$ cat src/rtl/uart_lite_sched.sv
// uart_lite_sched: autonomous AXI-Lite master that drives a uart_lite peripheral.
// It writes CONTROL once after reset, then polls STATUS every POLL_DIV cycles.
// It moves received bytes to a valid/ready output and queued TX bytes to the UART.
module uart_lite_sched #(
    parameter logic [31:0] BASE_ADDR = 32'h0000_0000,
    parameter int          TX_DEPTH  = 4,
    parameter int          POLL_DIV  = 16,
    parameter int          TIMEOUT   = 255,
    parameter logic [31:0] CTRL_INIT = 32'h0000_0013
) (
    input  logic        clk_i,
    input  logic        rst_i,
    input  logic [7:0]  tx_data_i,
    input  logic        tx_valid_i,
    output logic        tx_ready_o,
    output logic [7:0]  rx_data_o,
    output logic        rx_valid_o,
    input  logic        rx_ready_i,
    output logic        m_awvalid_o,
    output logic [31:0] m_awaddr_o,
    output logic        m_wvalid_o,
    output logic [31:0] m_wdata_o,
    output logic [3:0]  m_wstrb_o,
    output logic        m_bready_o,
    output logic        m_arvalid_o,
    output logic [31:0] m_araddr_o,
    output logic        m_rready_o,
    input  logic        m_awready_i,
    input  logic        m_wready_i,
    input  logic        m_bvalid_i,
    input  logic [1:0]  m_bresp_i,
    input  logic        m_arready_i,
    input  logic        m_rvalid_i,
    input  logic [31:0] m_rdata_i,
    input  logic [1:0]  m_rresp_i,
    output logic        busy_o,
    output logic        err_o
);
    localparam int AW   = $clog2(TX_DEPTH);
    localparam int PW   = AW + 1;
    localparam int CMAX = (TIMEOUT > POLL_DIV) ? TIMEOUT : POLL_DIV;
    localparam int CW   = $clog2(CMAX + 1) + 1;
    localparam logic [CW-1:0] TMO_LIM  = CW'(TIMEOUT);
    localparam logic [CW-1:0] POLL_LIM = CW'(POLL_DIV - 1);

    localparam logic [31:0] ADDR_RX     = BASE_ADDR + 32'h00;
    localparam logic [31:0] ADDR_TX     = BASE_ADDR + 32'h04;
    localparam logic [31:0] ADDR_STATUS = BASE_ADDR + 32'h08;
    localparam logic [31:0] ADDR_CTRL   = BASE_ADDR + 32'h0C;

    localparam logic [2:0] S_INIT_W = 3'd0;
    localparam logic [2:0] S_INIT_B = 3'd1;
    localparam logic [2:0] S_WAIT   = 3'd2;
    localparam logic [2:0] S_IDLE   = 3'd3;
    localparam logic [2:0] S_ST_R   = 3'd4;
    localparam logic [2:0] S_RX_R   = 3'd5;
    localparam logic [2:0] S_TX_W   = 3'd6;
    localparam logic [2:0] S_TX_B   = 3'd7;

    logic [2:0]    state_q, state_d;
    logic [CW-1:0] cnt_q, cnt_d;
    logic          awvalid_q, awvalid_d, wvalid_q, wvalid_d, bready_q, bready_d;
    logic          arvalid_q, arvalid_d, rready_q, rready_d;
    logic [31:0]   awaddr_q, awaddr_d, wdata_q, wdata_d, araddr_q, araddr_d;
    logic          rx_valid_q, rx_valid_d, err_q, err_d;
    logic [7:0]    rx_data_q, rx_data_d;
    logic [PW-1:0] wr_ptr_q, wr_ptr_d, rd_ptr_q, rd_ptr_d;
    logic [7:0]    mem_q [TX_DEPTH];

    logic fifo_empty, fifo_full, push, pop, tmo;
    logic [7:0] fifo_head;
    logic unused_rdata;

    assign unused_rdata = ^m_rdata_i[31:8];

    // Pointers carry one extra wrap bit so full and empty are distinguishable.
    assign fifo_empty = (wr_ptr_q == rd_ptr_q);
    assign fifo_full  = (wr_ptr_q[AW] != rd_ptr_q[AW]) &&
                        (wr_ptr_q[AW-1:0] == rd_ptr_q[AW-1:0]);
    assign fifo_head  = mem_q[rd_ptr_q[AW-1:0]];
    assign tx_ready_o = !fifo_full && (state_q != S_INIT_W) && (state_q != S_INIT_B);
    assign push       = tx_valid_i && tx_ready_o;
    assign tmo        = (cnt_q == TMO_LIM);

    // Next-state logic for the sequencer, handshake outputs, RX register and FIFO pointers.
    always_comb begin
        state_d    = state_q;
        awvalid_d  = awvalid_q;
        wvalid_d   = wvalid_q;
        bready_d   = bready_q;
        arvalid_d  = arvalid_q;
        rready_d   = rready_q;
        awaddr_d   = awaddr_q;
        wdata_d    = wdata_q;
        araddr_d   = araddr_q;
        rx_valid_d = rx_valid_q;
        rx_data_d  = rx_data_q;
        err_d      = err_q;
        pop        = 1'b0;

        if (rx_valid_q && rx_ready_i) rx_valid_d = 1'b0;

        case (state_q)
            S_INIT_W: begin
                if (!awvalid_q) begin
                    // First cycle out of reset: launch the CONTROL write.
                    awvalid_d = 1'b1;
                    wvalid_d  = 1'b1;
                    bready_d  = 1'b1;
                    awaddr_d  = ADDR_CTRL;
                    wdata_d   = CTRL_INIT;
                end else if (m_awready_i && m_wready_i) begin
                    awvalid_d = 1'b0;
                    wvalid_d  = 1'b0;
                    state_d   = S_INIT_B;
                end else if (tmo) begin
                    awvalid_d = 1'b0;
                    wvalid_d  = 1'b0;
                    bready_d  = 1'b0;
                    err_d     = 1'b1;
                    state_d   = S_WAIT;
                end
            end
            S_INIT_B, S_TX_B: begin
                if (m_bvalid_i) begin
                    bready_d = 1'b0;
                    if (m_bresp_i != 2'b00) err_d = 1'b1;
                    // The TX byte leaves the FIFO only once the UART acknowledged it.
                    if (state_q == S_TX_B) pop = 1'b1;
                    state_d = S_WAIT;
                end else if (tmo) begin
                    bready_d = 1'b0;
                    err_d    = 1'b1;
                    state_d  = S_WAIT;
                end
            end
            S_WAIT: begin
                if (cnt_q == POLL_LIM) state_d = S_IDLE;
            end
            S_IDLE: begin
                arvalid_d = 1'b1;
                rready_d  = 1'b1;
                araddr_d  = ADDR_STATUS;
                state_d   = S_ST_R;
            end
            S_ST_R, S_RX_R: begin
                if (arvalid_q && m_arready_i) arvalid_d = 1'b0;
                if (m_rvalid_i) begin
                    arvalid_d = 1'b0;
                    rready_d  = 1'b0;
                    if (m_rresp_i != 2'b00) err_d = 1'b1;
                    if (state_q == S_RX_R) begin
                        rx_data_d  = m_rdata_i[7:0];
                        rx_valid_d = 1'b1;
                        state_d    = S_WAIT;
                    end else if (m_rdata_i[0] && !rx_valid_q) begin
                        // Receive path wins over transmit to avoid RX overrun.
                        arvalid_d = 1'b1;
                        rready_d  = 1'b1;
                        araddr_d  = ADDR_RX;
                        state_d   = S_RX_R;
                    end else if (m_rdata_i[2] && !fifo_empty) begin
                        awvalid_d = 1'b1;
                        wvalid_d  = 1'b1;
                        bready_d  = 1'b1;
                        awaddr_d  = ADDR_TX;
                        wdata_d   = {24'b0, fifo_head};
                        state_d   = S_TX_W;
                    end else begin
                        state_d = S_WAIT;
                    end
                end else if (tmo) begin
                    arvalid_d = 1'b0;
                    rready_d  = 1'b0;
                    err_d     = 1'b1;
                    state_d   = S_WAIT;
                end
            end
            S_TX_W: begin
                if (m_awready_i && m_wready_i) begin
                    awvalid_d = 1'b0;
                    wvalid_d  = 1'b0;
                    state_d   = S_TX_B;
                end else if (tmo) begin
                    // Abort leaves the byte queued so the next poll retries it.
                    awvalid_d = 1'b0;
                    wvalid_d  = 1'b0;
                    bready_d  = 1'b0;
                    err_d     = 1'b1;
                    state_d   = S_WAIT;
                end
            end
            default: state_d = S_INIT_W;
        endcase

        // One counter serves both the poll interval and the handshake watchdog.
        cnt_d    = (state_d != state_q) ? '0 : cnt_q + 1'b1;
        wr_ptr_d = wr_ptr_q + {{AW{1'b0}}, push};
        rd_ptr_d = rd_ptr_q + {{AW{1'b0}}, pop};
    end

    // State and output registers with synchronous reset.
    always_ff @(posedge clk_i) begin
        if (rst_i) begin
            state_q    <= S_INIT_W;
            cnt_q      <= '0;
            awvalid_q  <= 1'b0;
            wvalid_q   <= 1'b0;
            bready_q   <= 1'b0;
            arvalid_q  <= 1'b0;
            rready_q   <= 1'b0;
            awaddr_q   <= '0;
            wdata_q    <= '0;
            araddr_q   <= '0;
            rx_valid_q <= 1'b0;
            rx_data_q  <= '0;
            err_q      <= 1'b0;
            wr_ptr_q   <= '0;
            rd_ptr_q   <= '0;
        end else begin
            state_q    <= state_d;
            cnt_q      <= cnt_d;
            awvalid_q  <= awvalid_d;
            wvalid_q   <= wvalid_d;
            bready_q   <= bready_d;
            arvalid_q  <= arvalid_d;
            rready_q   <= rready_d;
            awaddr_q   <= awaddr_d;
            wdata_q    <= wdata_d;
            araddr_q   <= araddr_d;
            rx_valid_q <= rx_valid_d;
            rx_data_q  <= rx_data_d;
            err_q      <= err_d;
            wr_ptr_q   <= wr_ptr_d;
            rd_ptr_q   <= rd_ptr_d;
        end
    end

    // FIFO storage; contents need no reset because the pointers gate them.
    always_ff @(posedge clk_i) begin
        if (push) mem_q[wr_ptr_q[AW-1:0]] <= tx_data_i;
    end

    assign m_awvalid_o = awvalid_q;
    assign m_wvalid_o  = wvalid_q;
    assign m_bready_o  = bready_q;
    assign m_arvalid_o = arvalid_q;
    assign m_rready_o  = rready_q;
    assign m_awaddr_o  = awaddr_q;
    assign m_wdata_o   = wdata_q;
    assign m_araddr_o  = araddr_q;
    assign m_wstrb_o   = 4'hF;
    assign rx_valid_o  = rx_valid_q;
    assign rx_data_o   = rx_data_q;
    assign err_o       = err_q;
    assign busy_o      = (state_q != S_IDLE) && (state_q != S_WAIT);
endmodule

$ cat config.mk
export PLATFORM = sky130hd
export DESIGN_NAME = uart_lite_sched
export DESIGN_NICKNAME = d
export VERILOG_FILES = /design/src/rtl/uart_lite_sched.sv
export SDC_FILE = /design/constraint.sdc
export NUM_CORES = 1
export LEC_CHECK = 0
export BUFFER_PORTS_ARGS = -buffer_cell sky130_fd_sc_hd__buf_2
export CORE_ASPECT_RATIO = 1.75
export CORE_MARGIN = 2
export CORE_UTILIZATION = 52
export CTS_CLUSTER_SIZE = 16
export DETAILED_ROUTE_END_ITERATION = 6
export GPL_ROUTABILITY_DRIVEN = 0
export PLACE_DENSITY_LB_ADDON = 0.1
export SYNTH_ARGS = -nofsm -noshare
export SYNTH_HDL_FRONTEND = slang
export SYNTH_SLANG_ARGS = --single-unit
export TNS_END_PERCENT = 5
$ cat constraint.sdc
create_clock -name clk_i -period 4.1 [get_ports clk_i]
set_input_delay 0.82 -clock clk_i [delete_from_list [all_inputs] [get_ports clk_i]]
set_output_delay 0.82 -clock clk_i [all_outputs]
set_load 0.05 [all_outputs]
Yosys cells after proc, flatten, opt, wreduce, memory -nomap -nowiden
Memory sizes are Yosys's and may differ from the RTL's. A register that Yosys moved wholly into a read port is not among the register bits.
Cells that the tools add are included.
{"block": "word_totals", "regBits": 129, "ramBits": 32, "input_bits": 53, "n_memories": 1}
{"memory": "mem_q", "depth": 4, "word_bits": 8, "rd": 1, "rd_clocked_by_memory_dff": 1, "wr": 1, "line": "68", "rtl": "logic [7:0] mem_q [TX_DEPTH];"}
{"block": "classes", "addsub": 3, "eq_ne": 28, "n_mux": 72, "n_reduce_logical": 33}
{"cell": "$mux 32", "n": 13}
{"cell": "$pmux 32 s2", "n": 3}
{"cell": "$mux 1", "n": 38}
{"cell": "$mux 3", "n": 10}
{"cell": "$pmux 3 s6", "n": 1}
{"cell": "$ne 2x2->1 const B", "n": 7}
{"cell": "$eq 3x3->1 const B", "n": 4}
{"cell": "$ne 3x3->1 const B", "n": 4}
{"cell": "$reduce_and 6->1", "n": 2}
{"cell": "$logic_and 1x1->1", "n": 10}
{"cell": "$reduce_and 5->1", "n": 2}
{"cell": "$add 9x1->9 const B", "n": 1}
{"cell": "$eq 9x4->1 const B", "n": 1}
{"cell": "$eq 9x8->1 const B", "n": 1}
{"cell": "$pmux 1 s4", "n": 2}
{"cell": "$reduce_and 4->1", "n": 2}
{"cell": "$reduce_bool 2->1", "n": 4}
{"cell": "$add 3x1->3", "n": 2}
{"cell": "$eq 3x2->1 const B", "n": 2}
{"cell": "$ne 3x2->1 const B", "n": 2}
{"cell": "$pmux 1 s3", "n": 2}
{"cell": "$reduce_bool 3->1", "n": 2}
{"cell": "$reduce_or 2->1", "n": 3}
{"cell": "$ne 4x4->1 const B", "n": 1}
{"cell": "other kinds (13)", "n": 17}

Depth between registers and ports, before layout
Gate-level depths: netlist (run 1).
{"block": "depth", "depth_word": 10, "ltp_mapped": 11, "depth_no_buf": 9}

Worst setup path after synthesis (run 1)
OpenSTA, ideal clock, no wires.
{"block": "synth_path", "path_kind": "register to register", "startpoint": "register state_q[2]", "endpoint": "memory mem_q[2][0] (enable)", "setup_ps": 385, "t_arrival_ps": 2635, "required_ps": 3715, "slack_ps": 1079, "stages_incl_launch_ff": 7, "n_path_buf": 2, "period_less_slack_ps": 3021, "cell_sequence": "dfxtp_1 buf_4 clkbuf_1 nor2_1 a31oi_1 nand2_1 nor3b_1"}
{"block": "synth_via", "elab_chain_cells": 6}
{"element": "start, declared", "line": "60", "rtl": "logic [2:0] state_q, state_d;"}
{"element": "start signal, assigned", "line": "221", "rtl": "state_q <= state_d;"}
{"element": "$reduce_bool 3->1", "line": "81", "rtl": "assign tx_ready_o = !fifo_full && (state_q != S_INIT_W) && (state_q != S_INIT_B);"}
{"element": "$logic_and 1x1->1", "line": "81"}
{"element": "$logic_and 1x1->1 *", "line": "81"}
{"element": "via tx_ready_o", "line": "15", "rtl": "output logic tx_ready_o,"}
{"element": "$logic_and 1x1->1 *", "line": "82", "rtl": "assign push = tx_valid_i && tx_ready_o;"}
{"element": "$mux 1 *", "line": "241", "rtl": "if (push) mem_q[wr_ptr_q[AW-1:0]] <= tx_data_i;"}
{"element": "$mux 1 (not written as such) *", "line": "241"}
{"element": "end, declared", "line": "68"}
The timed path passes the listed nets; every way through them passes the cells marked *.

Final worst setup path (run 1)
{"block": "layout_path", "startpoint": "register cnt_q[0]", "endpoint": "register cnt_q[3]"}
{"block": "layout_via", "elab_chain_cells": 7}
{"element": "start, declared", "line": "61", "rtl": "logic [CW-1:0] cnt_q, cnt_d;"}
{"element": "start signal, assigned", "line": "222", "rtl": "cnt_q <= cnt_d;"}
{"element": "$eq 9x8->1", "line": "83", "rtl": "assign tmo = (cnt_q == TMO_LIM);"}
{"element": "$mux 3"}
{"element": "$mux 3", "line": "112", "rtl": "end else if (m_awready_i && m_wready_i) begin"}
{"element": "$mux 3", "line": "105", "rtl": "if (!awvalid_q) begin"}
{"element": "$pmux 3 s6", "line": "103", "rtl": "case (state_q)"}
{"element": "$ne 3x3->1", "line": "197", "rtl": "cnt_d = (state_d != state_q) ? '0 : cnt_q + 1'b1;"}
{"element": "$reduce_or 2->1 (no source line)"}
Several ways; a longest one is shown, not always the timed one.
A chain may end at the register's enable or synchronous reset.

==> qor.csv, run 1 <==
metric;value;unit
status;finished, final reports clean;
diode count;0;
fin crit period;3150;ps
clock buffer depth;2;
Final Hold Fails;0;
WL final;7560;um
GR Overflow Total;0;
Die X;71.0;um
Setup Buffers After CTS;0;
Critical-path top delay cell;a311o_1;
initial core utilization;0.537;
largest net degree at the start of global routing;37;
# fillers;652;
vias in the first global route;2451;
Synth Instances;409;
setup TNS;0;ps
Post-Place Cells;533;
Setup crit end kind;register;
Yosys reg bits;76;
DRC;0;
fin nets;515;
CTS Root Cell;clkbuf_16;
# hold bufs at CTS;0;
yosys warns;0;
Finished Layout Cells;549;
Startpoint Class;register;
vias post-DR;2754;
Hold WC Path Type;reg2reg;
detailed placer's ending HPWL;5550;um
unrepaired setup endpoints after global routing;false;
CTS Buf Count;9;
global-route usage over all layers;0.178;
CP required;4300;ps
WL per Instance;13.8;um
Rel. slew slack;0.347;
area grow syn2layout;6.82;%
Antenna Nets Post-Route;0;
final setup vio count;0;
H-tree Lvls;3;
initial antenna violation count;0;
Rows;42;
Core Footprint;7620;sq um
clk_lat worst skew;340;ps
Max stage delay on crit path;550;ps
Synth Area in Compound Gates;0.0918;
total leakage power;1.82;nW
XOR/XNOR Fraction of Synth Area;0.0257;
Worst-Margin Slew;970;ps
Syn Area/Cell;10.0;sq um
Max VDD drop;0.000332;V
CP max FO;10;
die area;8620;sq um
DRT Pass-1 Iters;4;
CP Class;reg2reg;
Final WS setup;946;ps
largest family of logic cells by synthesized area;buffers and inverters;
dpl ws;948;ps
DRT iter0 DRCs;285;
Synth Area in Adders;0.0184;
top_reg_cell synth;dfxtp_1;
Mapped Area;4090;sq um
post-synthesis cell type count;50;
Final period util;0.769;
I/O Buffers;56;
Synth Area in Simple Gates;0.166;
fmax;0.317;GHz
share of layout cells above drive strength 1;0.210;
Via density;5.02;
Max Cap Viol;0;
WP data arrival;3360;ps
mux contribution to synthesized area;0.0441;
post-synthesis sequential area ratio;0.450;
skew final;5.76;ps
PD cells;470;nW/um^2
asr flop ratio synth;0;
Post-synth EDFFs;32;
post-cts sizing count;0;
Sinks on Clock Net;76;
first-pass GRT wire length;12000;um
crit path cell chain;ha_1, and3_1, and3_1, ha_1, a21boi_1, o311ai_1, a2111oi_0, a311o_1, nor3_2;
CTS tree;built;
# IOs;170;
Clk pin slew, worst setup/hold paths;60;ps
Die H;121;um
Slew Viols, Final;0;
==> synth_stat cells (3+ instances only) <==
cell type | count | area, sq um
xnor2_1 | 9 | 78.8
xor2_1 | 3 | 26.3
a31oi_1 | 4 | 25.0
a21oi_1 | 29 | 145
ha_1 | 6 | 75.1
o21ai_0 | 6 | 30.0
nand3_1 | 12 | 60.1
buf_6 | 4 | 45.0
mux4_2 | 8 | 180
nor3_1 | 12 | 60.1
nand2b_1 | 4 | 25.0
nor2b_1 | 6 | 37.5
nand2_1 | 27 | 101
nor2_1 | 30 | 113
inv_1 | 11 | 41.3
clkbuf_1 | 10 | 37.5
nand4_1 | 6 | 37.5
a211oi_1 | 8 | 60.1
edfxtp_1 | 32 | 961
dfxtp_1 | 44 | 881
nor3_2 | 9 | 90.1
and3_1 | 7 | 43.8
buf_2 | 4 | 20.0
buf_4 | 90 | 676
==> flip-flops by register name, indices dropped and copies added, names as in the netlist <==
| register | count |
|---|---|
| m_wvalid_o | 1 |
| m_awvalid_o | 1 |
| rx_data_o | 8 |
| m_bready_o | 1 |
| cnt_q | 9 |
| m_araddr_o | 1 |
| err_o | 1 |
| state_q | 3 |
| m_wdata_o | 8 |
| m_rready_o | 1 |
| m_arvalid_o | 1 |
| mem_q | 32 |
| wr_ptr_q | 3 |
| rd_ptr_q | 3 |
| m_awaddr_o | 2 |
| rx_valid_o | 1 |
==> final timing paths <==
| kind | slack [ps] | startpoint | depth (start not counted) | endpoint |
|---|---|---|---|---|
| worst max-delay path | 950 | cnt_q[0]$_SDFF_PP0_ | 9 | cnt_q[3]$_SDFF_PP0_ |
| worst min-delay path | 450 | err_o$_SDFFE_PP0P_ | 2 | err_o$_SDFFE_PP0P_ |
| worst max register to register | 950 | cnt_q[0]$_SDFF_PP0_ | 9 | cnt_q[3]$_SDFF_PP0_ |
| worst min register to register | 450 | err_o$_SDFFE_PP0P_ | 2 | err_o$_SDFFE_PP0P_ |
==> final cells by class <==
cell class | instances | area, sq um | share of cell area
clock buffer | 9 | 225 | 0.0516
clock inverter | 7 | 104 | 0.0238
inverter | 11 | 41.3 | 0.00945
multi-input combinational | 300 | 1750 | 0.401
sequential | 76 | 1840 | 0.422
tap | 88 | 110 | 0.0252
timing repair buffer | 58 | 295 | 0.0676
==> placed cells by master (no fill, tap or decap), drive strengths merged, types with 2 or more instances in the layout <==
cell type / instances
nor4: 2
a21oi: 29
nor2b: 7
dfxtp: 44
o21ai: 6
nand2: 27
ha: 6
edfxtp: 32
nand2b: 4
inv: 15
buf: 58
nand3: 12
nor3b: 3
nor3: 21
nor2: 30
xor2: 3
a211oi: 8
nand4: 6
xnor2: 9
bufinv: 2
and3: 7
mux4: 8
clkbuf: 9
a31oi: 5
conb: 89
==> worst max-delay path: cells and delay by family (launching register included) <==
family                     cells  cell delay (ps)
adders and majority gates      2              540
DFF                            1              390
and+or+nand+nor                3              510
AOI/OAI and AO/OA              4             1590
==> layer usage <==
metal / track usage / share of wire / vias up
met3: 0.0382 / 0.053 / 11
met5: 0 / 0 / -
li1: - / - / 1354
met2: 0.308 / 0.53 / 115
met4: 0.0731 / 0.018 / 0
met1: 0.211 / 0.40 / 1274
==> stage by stage <==
| stage | area, sq um | total power, mW | hold WS [ps] | utilization |
|---|---|---|---|---|
| after floorplan | 4420 | 1.22 | 461 | - |
| after CTS | 4370 | 2.06 | 450 | 0.573 |
| after detailed placement | 4040 | 1.20 | 441 | 0.530 |
| final | 4370 | 2.05 | 447 | 0.573 |
| after global placement | 4040 | 1.20 | 435 | 0.530 |
| after global routing | 4370 | 2.12 | 464 | 0.573 |
==> cell families (layout without fill, tap and decap cells) <==
kind of cell | after synthesis | after routing
multiplexers | 8 | 8
XOR/XNOR | 12 | 12
buffers and inverters | 120 | 85
flip-flops | 76 | 76
other | 2 | 89
AND/OR/NAND/NOR | 125 | 125
AO/OA/AOI/OAI | 60 | 60
adder cells (fa/ha/maj) | 6 | 6
==> report_power, final <==
part | internal [mW] | switching (mW) | total [mW]
combinational | 0.0560 | 0.300 | 0.355
sequential | 0.808 | 0.0249 | 0.832
clock | 0.542 | 0.322 | 0.864
total | 1.41 | 0.646 | 2.05
Power figures use the tool's default switching activity.
==> inputs of run 2 (changes only) <==
Settings changed: ABC_AREA set to 1, CORE_UTILIZATION 52 to 44.
Clock period 4.1 ns to 2.9 ns, I/O delays scaled along.
==> qor.csv, run 2 <==
metric;value;unit;change
vias in the first global route;2872;;+17%
global-route usage over all layers;0.177;;-0.000961
first-pass GRT wire length;14000;um;+17%
Final Hold Fails;0;;unchanged
CTS Buf Count;9;;unchanged
I/O Buffers;56;;unchanged
total leakage power;2.03;nW;+12%
Slew Viols, Final;0;;unchanged
Die X;77.8;um;+9.5%
most frequent cells in the layout;conb_1, nand2_1, buf_2;;
Synth Instances;489;;+20%
initial antenna violation count;0;;unchanged
commonest cells in the synthesized netlist;buf_4, nand2_1, dfxtp_1;;
Setup Buffers After CTS;0;;unchanged
Max Cap Viol;0;;unchanged
Post-Place Cells;659;;+24%
Rel. slew slack;0.604;;+0.257
GR Overflow Total;0;;unchanged
clk_lat worst skew;340;ps;about the same
fmax;0.391;GHz;+23%
post-synthesis cell type count;35;;-30%
top_reg_cell synth;dfxtp_1;;
Mapped Area;4190;sq um;+2.5%
Syn Area/Cell;8.57;sq um;-14%
Max VDD drop;0.000436;V;+31%
diode count;0;;unchanged
Yosys reg bits;76;;unchanged
post-cts sizing count;0;;unchanged
DRT Pass-1 Iters;4;;unchanged
Hold WC Path Type;reg2reg;;
Clk pin slew, worst setup/hold paths;60;ps;about the same
Core Footprint;9350;sq um;+23%
Rows;47;;+12%
top cell type's share of synthesized area;0.229;;-0.00575
largest net degree at the start of global routing;21;;-43%
die area;10400;sq um;+20%
Antenna Nets Post-Route;0;;unchanged
yosys warns;0;;unchanged
PD cells;854;nW/um^2;+82%
Final period util;0.883;;+0.113
clock buffer depth;2;;unchanged
skew final;6.00;ps;+0.236 ps
Post-synth EDFFs;32;;unchanged
CP Class;reg2reg;;
CTS tree;built;;
CP required;3130;ps;-1170 ps
fin nets;607;;+18%
Startpoint Class;register;;
setup TNS;0;ps;unchanged
post-synthesis sequential area ratio;0.439;;-0.0110
share of layout cells above drive strength 1;0.210;;-0.000647
# hold bufs at CTS;0;;unchanged
WP data arrival;2790;ps;-570 ps
status;finished, final reports clean;;
CTS Root Cell;clkbuf_16;;
Setup crit end kind;register;;
max FFs per register;32;;unchanged
detailed placer's ending HPWL;6860;um;+24%
asr flop ratio synth;0;;unchanged
Via density;4.63;;-7.7%
H-tree Lvls;3;;unchanged
Synth area leaders;edfxtp_1, dfxtp_1, buf_4;;
Die H;133;um;+9.7%
post-synth top area cell;edfxtp_1;;
most common cell after layout, fill and taps aside;conb_1;;
final setup vio count;0;;unchanged
WL per Instance;13.3;um;-3.1%
unrepaired setup endpoints after global routing;false;;
CP max FO;9;;-1
Worst-Margin Slew;592;ps;-378 ps
most frequent cell after synthesis;buf_4;;
WL final;9010;um;+19%
vias post-DR;3124;;+13%
Sinks on Clock Net;76;;unchanged
DRT iter0 DRCs;172;;-40%
area grow syn2layout;8.09;%;
initial core utilization;0.448;;-0.0883
fin crit period;2560;ps;-594 ps
# IOs;170;;unchanged
Finished Layout Cells;675;;+23%
DRC;0;;unchanged
==> run 2: cell count changes after synthesis, moves of 13 or more <==
cell and delta:
inv_1 +31, nand2_1 +44, nand3_1 +13, o21ai_0 +14, nor2_2 +14
==> run 2: path summary, 6_finish.rpt <==
kind / start / endpoint / slack (ps) / cells past startpoint
min: rx_data_o[1]$_SDFFE_PP0P_ / rx_data_o[1]$_SDFFE_PP0P_ / 440 / 2
min reg2reg: rx_data_o[1]$_SDFFE_PP0P_ / rx_data_o[1]$_SDFFE_PP0P_ / 440 / 2
max reg2reg: cnt_q[0]$_SDFF_PP0_ / cnt_q[3]$_SDFF_PP0_ / 340 / 15
max: cnt_q[0]$_SDFF_PP0_ / cnt_q[3]$_SDFF_PP0_ / 340 / 15
==> run 2: where the power goes <==
| part | total, mW | internal (mW) | switching [mW] |
|---|---|---|---|
| Sequential | 1.36 | 1.24 | 0.120 |
| Combinational | 1.43 | 0.311 | 1.12 |
| Clock | 1.08 | 0.662 | 0.422 |
==> run 2: kinds of logic after synthesis <==
kind of cell / count (synthesis) / share of synthesized area
XOR/XNOR: 8 / 0.0167
AO/OA/AOI/OAI: 67 / 0.0875
other: 2 / 0.00179
adder cells (fa/ha/maj): 6 / 0.0179
flip-flops: 76 / 0.439
AND/OR/NAND/NOR: 179 / 0.207
buffers and inverters: 151 / 0.230
==> run 2: worst max-delay path, cell delays in order (launching register included) <==
cell and delay [ps]:
dfxtp_1 400, ha_1 210, nand3_1 150, nor2_1 190
nand2_1 70, nor2_1 110, ha_1 340, nor2_2 90
nand3_1 160, nand3_1 130, nor2_1 170, nand3_2 90
nand3_2 90, nor2_2 60, nand2_4 150, nor2_2 40
==> run 2: metal layers <==
metal | global-route usage | up-vias | part of all wire
li1 | - | 1543 | -
met1 | 0.172 | 1441 | 0.35
met2 | 0.336 | 118 | 0.57
met3 | 0.0379 | 22 | 0.053
met4 | 0.0972 | 0 | 0.033
met5 | 0 | - | 0
==> run 2: area by class of cell <==
cell class / count / area (sq um)
multi-input combinational: 349 / 1710
fill: 936 / 4820
sequential: 76 / 1840
tap: 122 / 153
clock inverter: 5 / 52.6
inverter: 49 / 204
timing repair buffer: 63 / 333
clock buffer: 11 / 233
==> run 2: stage by stage <==
stage | setup WS [ps] | utilization | instance area (sq um) | total power [mW] | hold slack (ps)
after global placement | 403 | 0.454 | 4250 | 2.80 | 434
after global routing | 74.5 | 0.485 | 4530 | 4.06 | 460
after detailed placement | 365 | 0.454 | 4250 | 2.81 | 437
final | 340 | 0.485 | 4530 | 3.87 | 441
after floorplan | 641 | - | 4520 | 2.65 | 440
after CTS | 310 | 0.485 | 4530 | 3.90 | 446
